--- config.mk ---
export PLATFORM = sky130hd
export DESIGN_NAME = haar_wavelet_bank
export DESIGN_NICKNAME = d
export VERILOG_FILES = /design/src/rtl/wavelet_pkg.sv /design/src/rtl/haar_stage.sv /design/src/rtl/haar_wavelet_bank.sv
export SDC_FILE = /design/constraint.sdc
export NUM_CORES = 1
export LEC_CHECK = 0
export ABC_CLOCK_PERIOD_IN_PS = 10400
export BUFFER_PORTS_ARGS = -buffer_cell sky130_fd_sc_hd__buf_2
export CORE_MARGIN = 3
export CORE_UTILIZATION = 55
export DETAILED_ROUTE_END_ITERATION = 16
export PLACE_DENSITY = 0.72
export SYNTH_ARGS = -nofsm -noshare
export SYNTH_HDL_FRONTEND = slang
export SYNTH_SLANG_ARGS = --single-unit
--- constraint.sdc ---
create_clock -name clk -period 10.4 [get_ports clk]
set_input_delay 2.08 -clock clk [delete_from_list [all_inputs] [get_ports clk]]
set_output_delay 2.08 -clock clk [all_outputs]
set_load 0.03 [all_outputs]
--- src/rtl/wavelet_pkg.sv ---
// ---------------------------------------------------------------------------
// wavelet_pkg
// Shared constants for the Haar wavelet filter bank.
//   DEFAULT_DATA_W    default sample/coefficient width
//   DEFAULT_N_LEVELS  default number of cascaded decomposition levels
//   SEL_W             width of the output channel select
//   approx_channel()  select index that routes the final approximation
// ---------------------------------------------------------------------------
package wavelet_pkg;

    localparam int DEFAULT_DATA_W   = 8;
    localparam int DEFAULT_N_LEVELS = 4;
    localparam int SEL_W            = 8;

    // Channels 0..n_levels-1 are detail outputs; the next index is the
    // approximation, everything above it is the raw passthrough sample.
    function automatic int approx_channel(input int n_levels);
        return n_levels;
    endfunction

endpackage

--- src/rtl/haar_stage.sv ---
// ---------------------------------------------------------------------------
// haar_stage
// One Haar decomposition level. Samples arrive in pairs; the first is held
// in a pending register, the second produces a detail (half difference) and
// an approximation (half sum) coefficient, both registered.
//   clk       system clock
//   rst       asynchronous active-high reset
//   i_valid   one-cycle pulse, i_x carries a new input sample
//   i_x       signed input sample
//   o_detail  registered detail coefficient
//   o_approx  registered approximation coefficient (feeds the next level)
//   o_valid   one-cycle pulse, both outputs were written in the previous cycle
// ---------------------------------------------------------------------------
module haar_stage #(
    parameter int DATA_W = 8
) (
    input  logic                     clk,
    input  logic                     rst,
    input  logic                     i_valid,
    input  logic signed [DATA_W-1:0] i_x,
    output logic signed [DATA_W-1:0] o_detail,
    output logic signed [DATA_W-1:0] o_approx,
    output logic                     o_valid
);

    logic                     r_phase;
    logic signed [DATA_W-1:0] r_pending;
    logic signed [DATA_W-1:0] r_detail;
    logic signed [DATA_W-1:0] r_approx;
    logic                     r_valid;

    logic signed [DATA_W:0]   w_sum;
    logic signed [DATA_W:0]   w_diff;
    logic signed [DATA_W:0]   w_sum_half;
    logic signed [DATA_W:0]   w_diff_half;

    // One extra bit keeps the full sum/difference; after the arithmetic
    // halving the result always fits back into DATA_W bits.
    assign w_sum       = {r_pending[DATA_W-1], r_pending} + {i_x[DATA_W-1], i_x};
    assign w_diff      = {r_pending[DATA_W-1], r_pending} - {i_x[DATA_W-1], i_x};
    assign w_sum_half  = w_sum >>> 1;
    assign w_diff_half = w_diff >>> 1;

    always_ff @(posedge clk or posedge rst) begin
        if (rst) begin
            r_phase   <= 1'b0;
            r_pending <= '0;
            r_detail  <= '0;
            r_approx  <= '0;
            r_valid   <= 1'b0;
        end else begin
            r_valid <= i_valid & r_phase;
            if (i_valid) begin
                if (!r_phase) begin
                    r_pending <= i_x;
                    r_phase   <= 1'b1;
                end else begin
                    r_detail <= w_diff_half[DATA_W-1:0];
                    r_approx <= w_sum_half[DATA_W-1:0];
                    r_phase  <= 1'b0;
                end
            end
        end
    end

    assign o_detail = r_detail;
    assign o_approx = r_approx;
    assign o_valid  = r_valid;

endmodule

--- src/rtl/haar_wavelet_bank.sv ---
// ---------------------------------------------------------------------------
// haar_wavelet_bank
// Multi-level Haar decomposition of an asynchronously strobed sample stream,
// with one selectable coefficient channel registered to the output.
//   clk                        system clock
//   rst                        asynchronous active-high reset
//   i_data_clk                 asynchronous sample strobe, rising edge = sample
//   i_value                    signed sample, held stable around the strobe
//   i_select_output_channel    0..N_LEVELS-1 detail, N_LEVELS approx,
//                              larger = raw passthrough sample
//   o_multiplexed_wavelet_out  registered selected coefficient
//   o_active                   pulse: output shows a fresh value of the source
// ---------------------------------------------------------------------------
module haar_wavelet_bank
    import wavelet_pkg::*;
#(
    parameter int DATA_W      = DEFAULT_DATA_W,
    parameter int N_LEVELS    = DEFAULT_N_LEVELS,
    parameter int SYNC_STAGES = 2
) (
    input  logic                     clk,
    input  logic                     rst,
    input  logic                     i_data_clk,
    input  logic signed [DATA_W-1:0] i_value,
    input  logic [SEL_W-1:0]         i_select_output_channel,
    output logic signed [DATA_W-1:0] o_multiplexed_wavelet_out,
    output logic                     o_active
);

    localparam logic [SEL_W-1:0] APPROX_SEL = SEL_W'(approx_channel(N_LEVELS));

    logic [SYNC_STAGES-1:0]   r_sync;
    logic                     r_hist;
    logic                     w_strobe;

    logic signed [DATA_W-1:0] r_pass;
    logic                     r_pass_valid;
    logic signed [DATA_W-1:0] r_out;
    logic                     r_active;

    // Level l consumes w_lvl_x[l]/w_lvl_v[l]; entry N_LEVELS is the final
    // approximation register of the last stage.
    logic signed [DATA_W-1:0] w_lvl_x  [N_LEVELS+1];
    logic [N_LEVELS:0]        w_lvl_v;
    logic signed [DATA_W-1:0] w_detail [N_LEVELS];

    logic signed [DATA_W-1:0] w_sel_data;
    logic                     w_sel_fresh;

    // Synchroniser and edge history reset high so a strobe line already high
    // at reset release is not mistaken for a new sample.
    always_ff @(posedge clk or posedge rst) begin
        if (rst) begin
            r_sync <= '1;
            r_hist <= 1'b1;
        end else begin
            r_sync <= {r_sync[SYNC_STAGES-2:0], i_data_clk};
            r_hist <= r_sync[SYNC_STAGES-1];
        end
    end

    assign w_strobe = r_sync[SYNC_STAGES-1] & ~r_hist;

    assign w_lvl_x[0] = i_value;
    assign w_lvl_v[0] = w_strobe;

    genvar g;
    generate
        for (g = 0; g < N_LEVELS; g++) begin : g_level
            haar_stage #(
                .DATA_W (DATA_W)
            ) u_stage (
                .clk      (clk),
                .rst      (rst),
                .i_valid  (w_lvl_v[g]),
                .i_x      (w_lvl_x[g]),
                .o_detail (w_detail[g]),
                .o_approx (w_lvl_x[g+1]),
                .o_valid  (w_lvl_v[g+1])
            );
        end
    endgenerate

    always_ff @(posedge clk or posedge rst) begin
        if (rst) begin
            r_pass       <= '0;
            r_pass_valid <= 1'b0;
        end else begin
            r_pass_valid <= w_strobe;
            if (w_strobe) begin
                r_pass <= i_value;
            end
        end
    end

    always_comb begin
        w_sel_data  = r_pass;
        w_sel_fresh = r_pass_valid;
        if (i_select_output_channel == APPROX_SEL) begin
            w_sel_data  = w_lvl_x[N_LEVELS];
            w_sel_fresh = w_lvl_v[N_LEVELS];
        end else begin
            for (int l = 0; l < N_LEVELS; l++) begin
                if (i_select_output_channel == SEL_W'(l)) begin
                    w_sel_data  = w_detail[l];
                    w_sel_fresh = w_lvl_v[l+1];
                end
            end
        end
    end

    // The fresh flag travels with the data, so switching the select never
    // fabricates an update pulse on its own.
    always_ff @(posedge clk or posedge rst) begin
        if (rst) begin
            r_out    <= '0;
            r_active <= 1'b0;
        end else begin
            r_out    <= w_sel_data;
            r_active <= w_sel_fresh;
        end
    end

    assign o_multiplexed_wavelet_out = r_out;
    assign o_active                  = r_active;

endmodule

# [Word level (Yosys, flattened, before mapping)]
# Index checks and enable logic that the tools add are counted.
# W data, S select, Z words.
[totals] reg_bits=125 in_bits=19 out_inout_bits=9 word_cells=71
[classes] n_addsub=8 eq_ne=4 muxes=14 bitwise=10 reduce_logical=9
[ops] op="$mux W8" n=5
[ops] op="$add A8 B8 Y9" n=4
[ops] op="$sub A8 B8 Y9" n=4
[ops] op="$eq A8 B2 Y1 const B" n=2
[ops] op="$reduce_and A2 Y1" n=8
[ops] op="$mux W1" n=9
[ops] op="$eq A8 B1 Y1 const B" n=1
[ops] op="$eq A8 B3 Y1 const B" n=1
[ops] op="$logic_not A8 Y1" n=1
[ops] op="$and A1 B1 Y1" n=5
[ops] op="$not A1 Y1" n=5

# [Logic depth before layout (Yosys ltp)]
[depth] ltp_word=6 depth_mapped=9 mapped_depth_nobuf=7

# [By module]
# A second synthesis with hierarchy kept.
[hier_totals] hier_cells=750 area_unflattened_um2=7642.3
[modules_own_cells] module="haar_stage (g_level[1].u_stage ...)" instances=3 cells_each=160 area_each_um2=1614.0 seq_area_each_um2=650.6
[modules_own_cells] module="haar_stage (g_level[0].u_stage)" instances=1 cells_each=160 area_each_um2=1620.3 seq_area_each_um2=650.6
[modules_own_cells] module="haar_wavelet_bank" instances=1 cells_each=110 area_each_um2=1179.9 seq_area_each_um2=529.3

# [Least setup slack after synthesis]
# OpenSTA, ideal clock, no wires.
[synth_path] kind="input -> register" from="input i_value[5]" to="register g_level[0].u_stage.r_approx[7]" setup_ps=82 arrival_ps=3492 t_required_ps=10318 slack_ps=6826 cell_stages=8 path_buffers=1 path_cell_list="inv_1 > ha_1 > buf_6 > inv_6 > a221oi_4 > o41ai_1 > a2111o_1 > a22oi_2"
[synth_via] elab_chain_len=1
[synth_lines] item="start, declared" line_no="haar_wavelet_bank.sv:24" text="input logic signed [DATA_W-1:0] i_value,"
[synth_lines] item="$add A8 B8 Y9" line_no="haar_stage.sv:39" text="assign w_sum = {r_pending[DATA_W-1], r_pending} + {i_x[DATA_W-1], i_x};"
[synth_lines] item="end signal, assigned" line_no="haar_stage.sv:59" text="r_approx <= w_sum_half[DATA_W-1:0];"
[synth_lines] item="end, declared" line_no="haar_stage.sv:29" text="logic signed [DATA_W-1:0] r_approx;"
# No other way between the ends.
# A chain may end at the register's enable or synchronous reset.

# [Worst setup path after layout]
# Ends and elaborated chain as after synthesis.

==> results.json <==
{
  "status": "finished, final reports clean",
  "cts_hold_buffers": 0,
  "yosysWarnings": 0,
  "io_buffers": 27,
  "timing.final.crit_share_pct": 34.3,
  "syn-cell-area_um2": 7590,
  "clk_latency_ns": 0.41,
  "netlist_instances": 814,
  "dp_hpwl_um": 13200,
  "path_max_fanout": 9,
  "rsz0062_at_grt": "no",
  "maxSlewViolCount": 0,
  "synth_ff_type": "dfrtp_1",
  "max_freq_ghz": 0.281,
  "grt_max_degree": 70,
  "antenna_found_initial": 0,
  "seq_area_um2": 3130,
  "start_util_pct": 56.9,
  "synth_common_cells": "122 x dfrtp_1, 107 x nand2_1, 73 x o21ai_0",
  "clkTransAtPathRegs_ns": 0.06,
  "synthArstFlopShare_pct": 100,
  "grt_pass1_vias": 5911,
  "clock-sinks": 125,
  "cts_tree": "done",
  "slew-limit-headroom_pct": 42.7,
  "critPathCaptureType": "register",
  "vias_per_cell": 5.90,
  "arrival_ns": 3.90,
  "routed_wl_um": 17700,
  "synth_top_area_share_pct": 40.2,
  "holdWs_ns": 0.356,
  "worstSetupStartpointType": "input port",
  "setup_ws_ns": 6.84,
  "post-cts-setup-buffers": 0,
  "gr-total-overflow": 0,
  "fill_cells": 1133,
  "syn_nets": 897,
  "cts_resized": 0,
  "peakVddDrop_mv": 0.171,
  "tightest_slew_ns": 0.860,
  "diodes": 0,
  "synth-edff-count": 0,
  "power_density_nw_per_um2": 321,
  "fin_crit_ns": 3.56,
  "multi_input_area_um2": 4030,
  "die_w_um": 123,
  "tns_ns": 0,
  "p_leak_nw": 3.83,
  "hold_class": "reg2reg",
  "die_h_um": 123,
  "rows": 42,
  "cts_inserted_buffers": 17,
  "power_mw": 2.69,
  "worstSetupPathType": "in2reg",
  "core_um2": 13300,
  "htreeDepth": 4,
  "yosysMostFrequentCell": "dfrtp_1",
  "layout.nets": 903,
  "drive_above_1_share_pct": 12.0,
  "gp_congestion": 0.915,
  "vias": 5956,
  "synth_cell_types": 72,
  "grt_use_total_pct": 24.9,
  "rr_worst_depth": 8,
  "hold_violations": 0,
  "synth_top_area_cell": "dfrtp_1",
  "area_growth_pct": 10.3,
  "required_ns": 10.73,
  "cts_buffer_depth": 2,
  "setup_viol_count_final": 0,
  "synth-seq-cells": 125,
  "clock-root-buffer": "clkbuf_16",
  "ys_seq_area_share_pct": 41.3,
  "first_pass_iters": 5,
  "drt_iter0_drc": 415,
  "hold_depth": 0,
  "ant_nets": 0,
  "ys_top_cells_by_area": "dfrtp_1 40%, ha_1 9.2%, nand2_1 5.3%",
  "grt_pass1_wl_um": 29600,
  "maxCapViolations": 0,
  "post-place-ws_ns": 6.41,
  "post-route-drc-count": 0,
  "avgSynthCellArea_um2": 9.32,
  "clock_skew_ns": 0.00702,
  "dieArea_um2": 15200,
  "avgRoutedWirePerCell_um": 17.6,
  "io_pins": 28
}
[layout by cell type, fill, tap and decap left out, types with 7 or more instances in the layout]
cell type	count
a211oi_1	17
a21oi_1	40
a221oi_1	13
a22oi_1	9
buf_2	27
clkbuf_16	17
dfrtp_1	122
fa_1	8
ha_1	56
inv_1	59
mux2_2	20
nand2_1	107
nand2b_1	9
nand3_1	13
nor2_1	35
nor2b_1	17
nor3_1	18
o21a_1	7
o21ai_0	73
o22ai_1	10
or3_1	7
xnor2_1	20
xor2_1	12
[where the power goes]
group / internal, mW / switching (mW)
clock: 0.365 / 0.223
sequential: 0.671 / 0.161
combinational: 0.520 / 0.746
[cells by family after synthesis]
kind of cell | synth area share [%]
mux | 3.49
buf+inv | 5.67
compound gates | 18.9
flops | 41.3
simple gates | 15.6
fa+ha+maj | 11.3
xor+xnor | 3.69
[metrics by stage]
step | std cells | cell area (um2) | utilization (%)
after floorplan | 814 | 7590 | -
after global placement | 977 | 7780 | 58.3
after detailed placement | 977 | 7780 | 58.3
after CTS | 1009 | 8370 | 62.7
after global routing | 1009 | 8370 | 62.7
final | 1009 | 8370 | 62.7
[final cells by class]
cell class	instances	area share, %
clock buffer	19	5.41
tap	176	2.63
inverter	62	2.87
clock inverter	13	1.69
timing repair buffer	30	1.88
multi-input combinational	584	48.1
sequential	125	37.4
[flip-flops by register name, summed over array words and instances (netlist names)]
name	flops
o_multiplexed_wavelet_out	8
g_level.u_stage.o_detail	32
g_level.u_stage.r_phase	4
r_hist	1
g_level.u_stage.r_pending	32
o_active	1
r_pass_valid	1
r_pass	8
r_sync	2
g_level.u_stage.o_approx	32
g_level.u_stage.o_valid	4
[worst max-delay path: stages]
cell and delay (ns):
buf_2 0.10, inv_1 0.05, ha_1 0.51, nor2_1 0.13, a221oi_4 0.28, o41ai_1 0.16, a2111o_1 0.45, a22oi_2 0.13
[final timing paths]
check / start / endpoint / slack [ns]
max: i_value[5] / g_level[0].u_stage.o_approx[7]$_DFFE_PP0P_ / 6.84
min: r_sync[0]$_DFF_PP1_ / r_sync[1]$_DFF_PP1_ / 0.36
max reg2reg: r_hist$_DFF_PP1_ / g_level[0].u_stage.o_detail[4]$_DFFE_PP0P_ / 7.96
min reg2reg: r_sync[0]$_DFF_PP1_ / r_sync[1]$_DFF_PP1_ / 0.36
max in group asynchronous: rst / g_level[1].u_stage.o_approx[4]$_DFFE_PP0P_ / 7.29
min in group asynchronous: rst / r_pass[7]$_DFFE_PP0P_ / 1.79
[layer usage]
metal | track usage, % | share of wire, % | vias to the layer above
li1 | - | - | 2863
met1 | 32.7 | 44 | 2908
met2 | 41.2 | 49 | 155
met3 | 5.26 | 4.2 | 30
met4 | 8.30 | 2.1 | 0
met5 | 0 | 0 | -
(Power assumes the default switching activity.)
